`src/rtl/mmio_csr_seq_if.sv`:
```
// AXI-lite style MMIO master bundle (AW/W/B/AR/R) driven by mmio_csr_seq.
// Master drives valids/addresses/data; slave drives readies and responses.
interface mmio_csr_seq_if #(
  parameter int ADDR_W = 20,
  parameter int DATA_W = 64,
  parameter int ID_W   = 9
);
  logic                  awvalid;
  logic                  awready;
  logic [ID_W-1:0]       awid;
  logic [ADDR_W-1:0]     awaddr;
  logic                  wvalid;
  logic                  wready;
  logic [DATA_W-1:0]     wdata;
  logic [DATA_W/8-1:0]   wstrb;
  logic                  bvalid;
  logic                  bready;
  logic [1:0]            bresp;
  logic                  arvalid;
  logic                  arready;
  logic [ID_W-1:0]       arid;
  logic [ADDR_W-1:0]     araddr;
  logic                  rvalid;
  logic                  rready;
  logic [DATA_W-1:0]     rdata;
  logic [1:0]            rresp;

  modport master (
    output awvalid, awid, awaddr, wvalid, wdata, wstrb, bready,
           arvalid, arid, araddr, rready,
    input  awready, wready, bvalid, bresp, arready, rvalid, rdata, rresp
  );

  modport slave (
    input  awvalid, awid, awaddr, wvalid, wdata, wstrb, bready,
           arvalid, arid, araddr, rready,
    output awready, wready, bvalid, bresp, arready, rvalid, rdata, rresp
  );
endinterface

```
`src/rtl/mmio_csr_seq.sv`:
```
// Table-driven MMIO sequencer: replays WR / RD-compare entries over AXI and tallies errors; 2 cycles start-to-first-valid.
// Stalls indefinitely on AXI ready/valid unless MMIO_CSR_SEQ_TIMEOUT_EN enables the per-transaction watchdog.
module mmio_csr_seq #(
  parameter int ADDR_W      = 20,
  parameter int DATA_W      = 64,
  parameter int ID_W        = 9,
  parameter int DEPTH       = 16,
  parameter int TIMEOUT_CYC = 1024,
  localparam int IDX_W      = $clog2(DEPTH)
) (
  input  logic               clk,
  input  logic               rst,
  input  logic               start,
  output logic               busy,
  output logic               done,
  output logic               pass,
  output logic [15:0]        err_cnt,
  output logic [IDX_W-1:0]   fail_idx,
  output logic               timeout,
  input  logic               cmd_we,
  input  logic [IDX_W-1:0]   cmd_idx,
  input  logic [1:0]         cmd_op,
  input  logic [ADDR_W-1:0]  cmd_addr,
  input  logic [DATA_W-1:0]  cmd_data,
  input  logic [DATA_W-1:0]  cmd_mask,
  mmio_csr_seq_if.master     m
);

  localparam logic [1:0] OP_NOP = 2'd0;
  localparam logic [1:0] OP_WR  = 2'd1;
  localparam logic [1:0] OP_RD  = 2'd2;
  localparam logic [1:0] OP_END = 2'd3;

  typedef enum logic [2:0] {
    S_IDLE, S_FETCH, S_WR, S_WB, S_RA, S_RD, S_DONE
  } state_t;

  typedef struct packed {
    logic [1:0]        op;
    logic [ADDR_W-1:0] addr;
    logic [DATA_W-1:0] data;
    logic [DATA_W-1:0] mask;
  } entry_t;

  entry_t           tbl [DEPTH];
  entry_t           cur;
  state_t           state, nxt;
  logic [IDX_W-1:0] idx;
  logic             last;
  logic             aw_ok, w_ok;
  logic             aw_hs, w_hs, ar_hs;
  logic             rd_bad, err_ev, adv, to_ev;

  // Table has no reset so a run can be repeated after rst without reloading.
  always_ff @(posedge clk) begin
    if (cmd_we && state == S_IDLE) begin
      tbl[cmd_idx] <= '{op: cmd_op, addr: cmd_addr, data: cmd_data, mask: cmd_mask};
    end
  end

  assign cur    = tbl[idx];
  assign last   = &idx;
  assign aw_hs  = (state == S_WR) && !aw_ok && m.awready;
  assign w_hs   = (state == S_WR) && !w_ok  && m.wready;
  assign ar_hs  = (state == S_RA) && m.arready;
  assign rd_bad = ((m.rdata & cur.mask) != (cur.data & cur.mask)) || (m.rresp != 2'b00);
  assign err_ev = to_ev
                || ((state == S_WB) && m.bvalid && (m.bresp != 2'b00))
                || ((state == S_RD) && m.rvalid && rd_bad);
  assign adv    = !to_ev && (((state == S_FETCH) && (cur.op == OP_NOP))
                || ((state == S_WB) && m.bvalid)
                || ((state == S_RD) && m.rvalid));

`ifdef MMIO_CSR_SEQ_TIMEOUT_EN
  localparam int WD_W = $clog2(TIMEOUT_CYC + 1);
  logic [WD_W-1:0] wd_cnt;
  logic            active;

  assign active = (state == S_WR) || (state == S_WB) || (state == S_RA) || (state == S_RD);
  assign to_ev  = active && (wd_cnt == WD_W'(TIMEOUT_CYC - 1));

  // Watchdog restarts for every transaction (FETCH sits between them).
  always_ff @(posedge clk or posedge rst) begin
    if (rst) begin
      wd_cnt <= '0;
    end else if (active) begin
      wd_cnt <= wd_cnt + 1'b1;
    end else begin
      wd_cnt <= '0;
    end
  end

  always_ff @(posedge clk or posedge rst) begin
    if (rst) begin
      timeout <= 1'b0;
    end else if (state == S_IDLE && start) begin
      timeout <= 1'b0;
    end else if (to_ev) begin
      timeout <= 1'b1;
    end
  end
`else
  assign to_ev   = (TIMEOUT_CYC < 0);
  assign timeout = 1'b0;
`endif

  always_ff @(posedge clk or posedge rst) begin
    if (rst) begin
      state <= S_IDLE;
    end else begin
      state <= nxt;
    end
  end

  always_comb begin
    nxt = state;
    case (state)
      S_IDLE:  if (start) nxt = S_FETCH;
      S_FETCH: begin
        case (cur.op)
          OP_NOP:  nxt = last ? S_DONE : S_FETCH;
          OP_WR:   nxt = S_WR;
          OP_RD:   nxt = S_RA;
          default: nxt = S_DONE;
        endcase
      end
      S_WR: begin
        if (to_ev)                                     nxt = S_DONE;
        else if ((aw_ok || aw_hs) && (w_ok || w_hs))   nxt = S_WB;
      end
      S_WB: begin
        if (to_ev)         nxt = S_DONE;
        else if (m.bvalid) nxt = last ? S_DONE : S_FETCH;
      end
      S_RA: begin
        if (to_ev)      nxt = S_DONE;
        else if (ar_hs) nxt = S_RD;
      end
      S_RD: begin
        if (to_ev)         nxt = S_DONE;
        else if (m.rvalid) nxt = last ? S_DONE : S_FETCH;
      end
      S_DONE:  nxt = S_IDLE;
      default: nxt = S_IDLE;
    endcase
  end

  always_comb begin
    busy      = (state != S_IDLE);
    done      = (state == S_DONE);
    m.awvalid = (state == S_WR) && !aw_ok;
    m.wvalid  = (state == S_WR) && !w_ok;
    m.bready  = (state == S_WB);
    m.arvalid = (state == S_RA);
    m.rready  = (state == S_RD);
    m.awid    = {ID_W{1'b0}};
    m.arid    = {ID_W{1'b0}};
    m.awaddr  = cur.addr;
    m.araddr  = cur.addr;
    m.wdata   = cur.data;
    m.wstrb   = {(DATA_W/8){1'b1}};
  end

  always_ff @(posedge clk or posedge rst) begin
    if (rst) begin
      idx      <= '0;
      err_cnt  <= '0;
      fail_idx <= '1;
      pass     <= 1'b0;
      aw_ok    <= 1'b0;
      w_ok     <= 1'b0;
    end else begin
      if (state == S_IDLE && start) begin
        idx      <= '0;
        err_cnt  <= '0;
        fail_idx <= '1;
        pass     <= 1'b0;
      end
      if (state == S_FETCH) begin
        aw_ok <= 1'b0;
        w_ok  <= 1'b0;
      end
      if (aw_hs) aw_ok <= 1'b1;
      if (w_hs)  w_ok  <= 1'b1;
      if (adv && !last) idx <= idx + 1'b1;
      // err_cnt is zero only until the first error of the run, so it doubles as the first-error flag.
      if (err_ev) begin
        if (err_cnt != 16'hFFFF) err_cnt <= err_cnt + 16'd1;
        if (err_cnt == 16'd0)    fail_idx <= idx;
      end
      if (state == S_DONE) pass <= (err_cnt == 16'd0) && !timeout;
    end
  end

endmodule

```
`src/flat_wrapper.sv`:
```
// flat-port wrapper written by rule: the top's interface ports become plain ports
module mmio_csr_seq_flat 
#(
  parameter int ADDR_W      = 20,
  parameter int DATA_W      = 64,
  parameter int ID_W        = 9,
  parameter int DEPTH       = 16,
  parameter int TIMEOUT_CYC = 1024,
  localparam int IDX_W      = $clog2(DEPTH)
)
  (clk, rst, start, busy, done, pass, err_cnt, fail_idx, timeout, cmd_we, cmd_idx, cmd_op, cmd_addr, cmd_data, cmd_mask, m_awvalid, m_awid, m_awaddr, m_wvalid, m_wdata, m_wstrb, m_bready, m_arvalid, m_arid, m_araddr, m_rready, m_awready, m_wready, m_bvalid, m_bresp, m_arready, m_rvalid, m_rdata, m_rresp);
  mmio_csr_seq_if #(.ADDR_W(ADDR_W), .DATA_W(DATA_W), .ID_W(ID_W)) m_i ();
  input  logic clk;
  input  logic rst;
  input  logic start;
  output logic busy;
  output logic done;
  output logic pass;
  output logic [15:0] err_cnt;
  output logic [IDX_W-1:0] fail_idx;
  output logic timeout;
  input  logic cmd_we;
  input  logic [IDX_W-1:0] cmd_idx;
  input  logic [1:0] cmd_op;
  input  logic [ADDR_W-1:0] cmd_addr;
  input  logic [DATA_W-1:0] cmd_data;
  input  logic [DATA_W-1:0] cmd_mask;
  output wire logic [$bits(m_i.awvalid)-1:0] m_awvalid;
  output wire logic [$bits(m_i.awid)-1:0] m_awid;
  output wire logic [$bits(m_i.awaddr)-1:0] m_awaddr;
  output wire logic [$bits(m_i.wvalid)-1:0] m_wvalid;
  output wire logic [$bits(m_i.wdata)-1:0] m_wdata;
  output wire logic [$bits(m_i.wstrb)-1:0] m_wstrb;
  output wire logic [$bits(m_i.bready)-1:0] m_bready;
  output wire logic [$bits(m_i.arvalid)-1:0] m_arvalid;
  output wire logic [$bits(m_i.arid)-1:0] m_arid;
  output wire logic [$bits(m_i.araddr)-1:0] m_araddr;
  output wire logic [$bits(m_i.rready)-1:0] m_rready;
  input wire logic [$bits(m_i.awready)-1:0] m_awready;
  input wire logic [$bits(m_i.wready)-1:0] m_wready;
  input wire logic [$bits(m_i.bvalid)-1:0] m_bvalid;
  input wire logic [$bits(m_i.bresp)-1:0] m_bresp;
  input wire logic [$bits(m_i.arready)-1:0] m_arready;
  input wire logic [$bits(m_i.rvalid)-1:0] m_rvalid;
  input wire logic [$bits(m_i.rdata)-1:0] m_rdata;
  input wire logic [$bits(m_i.rresp)-1:0] m_rresp;
  assign m_awvalid = m_i.awvalid;
  assign m_awid = m_i.awid;
  assign m_awaddr = m_i.awaddr;
  assign m_wvalid = m_i.wvalid;
  assign m_wdata = m_i.wdata;
  assign m_wstrb = m_i.wstrb;
  assign m_bready = m_i.bready;
  assign m_arvalid = m_i.arvalid;
  assign m_arid = m_i.arid;
  assign m_araddr = m_i.araddr;
  assign m_rready = m_i.rready;
  assign m_i.awready = m_awready;
  assign m_i.wready = m_wready;
  assign m_i.bvalid = m_bvalid;
  assign m_i.bresp = m_bresp;
  assign m_i.arready = m_arready;
  assign m_i.rvalid = m_rvalid;
  assign m_i.rdata = m_rdata;
  assign m_i.rresp = m_rresp;
  mmio_csr_seq #(.ADDR_W(ADDR_W), .DATA_W(DATA_W), .ID_W(ID_W), .DEPTH(DEPTH), .TIMEOUT_CYC(TIMEOUT_CYC)) u_core (.clk(clk), .rst(rst), .start(start), .busy(busy), .done(done), .pass(pass), .err_cnt(err_cnt), .fail_idx(fail_idx), .timeout(timeout), .cmd_we(cmd_we), .cmd_idx(cmd_idx), .cmd_op(cmd_op), .cmd_addr(cmd_addr), .cmd_data(cmd_data), .cmd_mask(cmd_mask), .m(m_i));
endmodule
```
`config.mk`:
```
export PLATFORM = sky130hd
export DESIGN_NAME = mmio_csr_seq_flat
export DESIGN_NICKNAME = d
export VERILOG_FILES = /design/src/rtl/mmio_csr_seq_if.sv /design/src/rtl/mmio_csr_seq.sv /design/src/flat_wrapper.sv
export SDC_FILE = /design/constraint.sdc
export NUM_CORES = 2
export LEC_CHECK = 0
export CAP_MARGIN = 15
export CORE_MARGIN = 5
export CORE_UTILIZATION = 60
export DETAILED_ROUTE_END_ITERATION = 8
export PLACE_DENSITY = 0.79
export SKIP_CTS_REPAIR_TIMING = 1
export SLEW_MARGIN = 20
export SYNTH_ARGS = -nofsm -noshare
export SYNTH_HDL_FRONTEND = slang
export SYNTH_SLANG_ARGS = --single-unit
```
`constraint.sdc`:
```
create_clock -name clk -period 25.9 [get_ports clk]
set_clock_uncertainty 0.15 [all_clocks]
set_input_delay 5.18 -clock clk [delete_from_list [all_inputs] [get_ports clk]]
set_output_delay 5.18 -clock clk [all_outputs]
set_load 0.02 [all_outputs]
```
==> flow_summary.yaml <==
power_and_ir_drop:
  p_comb_frac: 0.273
  internal_power_uw: 7460
  p_sw_uw: 3120
  p_total_uw: 10600
  p_leak_uw: 0.0344
  clkPwrFrac: 0.305
  p_sw_frac: 0.295
  p_seq_frac: 0.422
  max-vdd-ir-drop_v: 0.0000796
  cellPowerDensity_nw_per_um2: 97.2
logic_synthesis:
  synth_top_area_frac: 0.752
  ys_warn_count: 0
  synth_top_flop_cell: "edfxtp_1"
  yosys-top-cells-area: "edfxtp_1 75%, mux4_2 13%, mux2i_1 2.5%, xor2_1 1.2%, nand2_1 0.76%"
  synthArstFlopShare: 0.0123
  netlist_area_um2: 95900
  yosysTopAreaCell: "edfxtp_1"
  yosys_register_bits: 2430
  yosysUniqueCellTypes: 82
  synthesis.instances: 4533
  synth_seq_area_share: 0.759
  avgSynthCellArea_um2: 21.2
  synth-edff-count: 2400
global_routing:
  grt_max_degree: 136
  grt_overflow: 0
  antenna_found_initial: 55
  grt_pass1_vias: 49600
  grt_pass1_wl_um: 349000
  grt_use_total: 0.290
floorplanning:
  io_pins: 390
  die_y_um: 410
  die_w_um: 410
  core_area_um2: 159000
  rows: 146
  initial_core_util: 0.605
  die_area_um2: 168000
sta:
  setup_viol: 0
  min_period_over_period: 0.478
  finalWorstSetupSlack_ns: 13.51
  slew_violations: 0
  period_minus_slack_ns: 12.39
  holdWs_ns: 0.370
  setup_tns_ns: 0
  timing.final.hold_violations: 0
  worstMarginPinSlew_ns: 1.27
  rsz0062_at_grt: "no"
  max_slew_margin: 0.148
  timing.fmax_mhz: 80.7
final_layout:
  drive_gt1_frac: 0.197
  num-fill-cells: 9410
  syn_to_final_growth_pct: 13.4
  mostFrequentLayoutCells: "2400 x edfxtp_1, 553 x mux4_2, 362 x clkdlybuf4s50_1"
  finalNonFillerCells: 7248
  final_common_cell: "edfxtp_1"
  nets: 5192
drt:
  drt_iter0_markers: 6309
  wirelength_um: 244000
  drc_errors: 0
  wire_per_inst_um: 33.6
  ant_nets: 0
  dr_total_vias: 49300
  vias_per_cell: 6.80
  drt_first_pass_iters: 6
worst_setup_path:
  crit_buf_inv: 5
  critPathMaxFanout: 114
  cp.required_ns: 20.57
  endpoint_kind: "output port"
  reg2reg_slack_ns: 17.56
  cp.arrival_ns: 7.06
  reg2reg_to: "u_core.err_cnt[12]"
  cp-start-kind: "flip-flop"
  slowest_stage: "dfrtp_4"
  crit_family: "buffers and inverters"
  max_stage_delay_ns: 0.93
  worst-r2r-cell-count: 15
  critPathKind: "flip-flop to output port"
  timing.rr.start: "u_core.idx[0]"
  worstPathCellList: "buf_12, buf_4, buf_12, buf_4, mux4_2, o21ai_1, o21ai_0, clkdlybuf4s50_1"
clocking:
  clkLatencyLatePin_ns: 0.84
  cts_buffer_depth: 3
  htreeDepth: 4
  numCtsBuffers: 227
  clk_pin_slew_ns: 0.06
  cts.sinks: 2430
  cts_tree: "done"
  cts_root_buffer: "clkbuf_16"
placed_design:
  place_congestion: 0.817
  io_buffer_count: 362
  dp_slack_ns: 14.26
  post-dp-hpwl_um: 129000
  place_inst: 6801
outcome:
  status: "finished, final reports clean"
min_path:
  hold_depth: 2
  hold_path_end: "u_core.pass"
  hp-start: "u_core.pass"
  hp-class: "flip-flop to flip-flop"
job:
  cap_violations: 0
[synthesized netlist by cell type (all sizes together) (14+ instances only)]
library cell / n
edfxtp: 2400
mux4: 553
mux2i: 240
buf: 217
nand2: 194
xor2: 134
a22oi: 89
o21ai: 81
nor2: 70
nand3: 68
a21oi: 63
clkbuf: 58
xnor2: 30
and3: 26
dfrtp: 26
nor3: 24
nor2b: 19
inv: 18
a221oi: 15
o211ai: 14
[worst min-delay path, stage by stage, from the launching register on]
cell     delay, ns
dfrtp_1       0.35
nand3_1       0.07
nand2_1       0.07
[registers in the layout, summed over array words and instances (netlist names)]
register and count:
u_core.state 3, u_core.aw_ok 1, u_core.tbl 2400, u_core.fail_idx 4, u_core.err_cnt 16, u_core.pass 1
u_core.idx 4, u_core.w_ok 1
[through the flow]
step	utilization	instance area [um2]
finish	0.686	109000
floorplan	-	96000
global placement	0.640	101000
CTS	0.686	109000
global route	0.686	109000
detailed placement	0.640	101000
[final cells by class]
cell class                      count  area, um2  share of cell area
Sequential cell                  2430      72800               0.670
Antenna cell                       30       75.1            0.000690
Clock inverter                    129       1220              0.0112
Multi-Input combinational cell   1835      21500               0.198
Inverter                           18       80.1            0.000736
Tap cell                         2072       2590              0.0238
Clock buffer                      288       6010              0.0553
Timing Repair Buffer              446       4470              0.0411
[how the worst max path moves through the flow]
stage	startpoint	end	slack, ns	cells after the start
after global placement	u_core.idx[0]	m_wdata[30]	14.33	8
after CTS	u_core.idx[0]	m_wdata[30]	13.32	8
after global routing	u_core.idx[0]	m_wdata[30]	12.90	8
final	u_core.idx[0]	m_wdata[54]	13.51	8
after floorplan	cmd_we	u_core.tbl[0][0]	9.17	3
after detailed placement	u_core.idx[0]	m_wdata[30]	14.26	8
[power by group through the flow]
stage          Combinational (uW)  Sequential, uW  Clock (uW)
6_report                     2880            4460        3230
3_3_place_gp                 2840            4540           0
2_1_floorplan                1950            4510           0
5_1_grt                      3030            4460        3450
3_5_place_dp                 2870            4540           0
4_1_cts                      2900            4460        3270
[metal layers]
layer  track usage  wire length, um
met1         0.395            88000
met2         0.466           120000
met3        0.0693            26800
met4         0.104             8450
met5             0              139
[logic make-up (layout without fill, tap and decap cells)]
logic type,Yosys count,count (layout),synth area share
and+or+nand+nor,467,467,0.0228
muxes,804,804,0.156
AOI/OAI and AO/OA,370,370,0.0273
adders and majority gates,3,3,0.000392
other,2,57,0.0000783
buffers and inverters,293,881,0.0187
xor gates and xnor gates,164,164,0.0150
DFF,2430,2430,0.759
(Power assumes the default switching activity.)
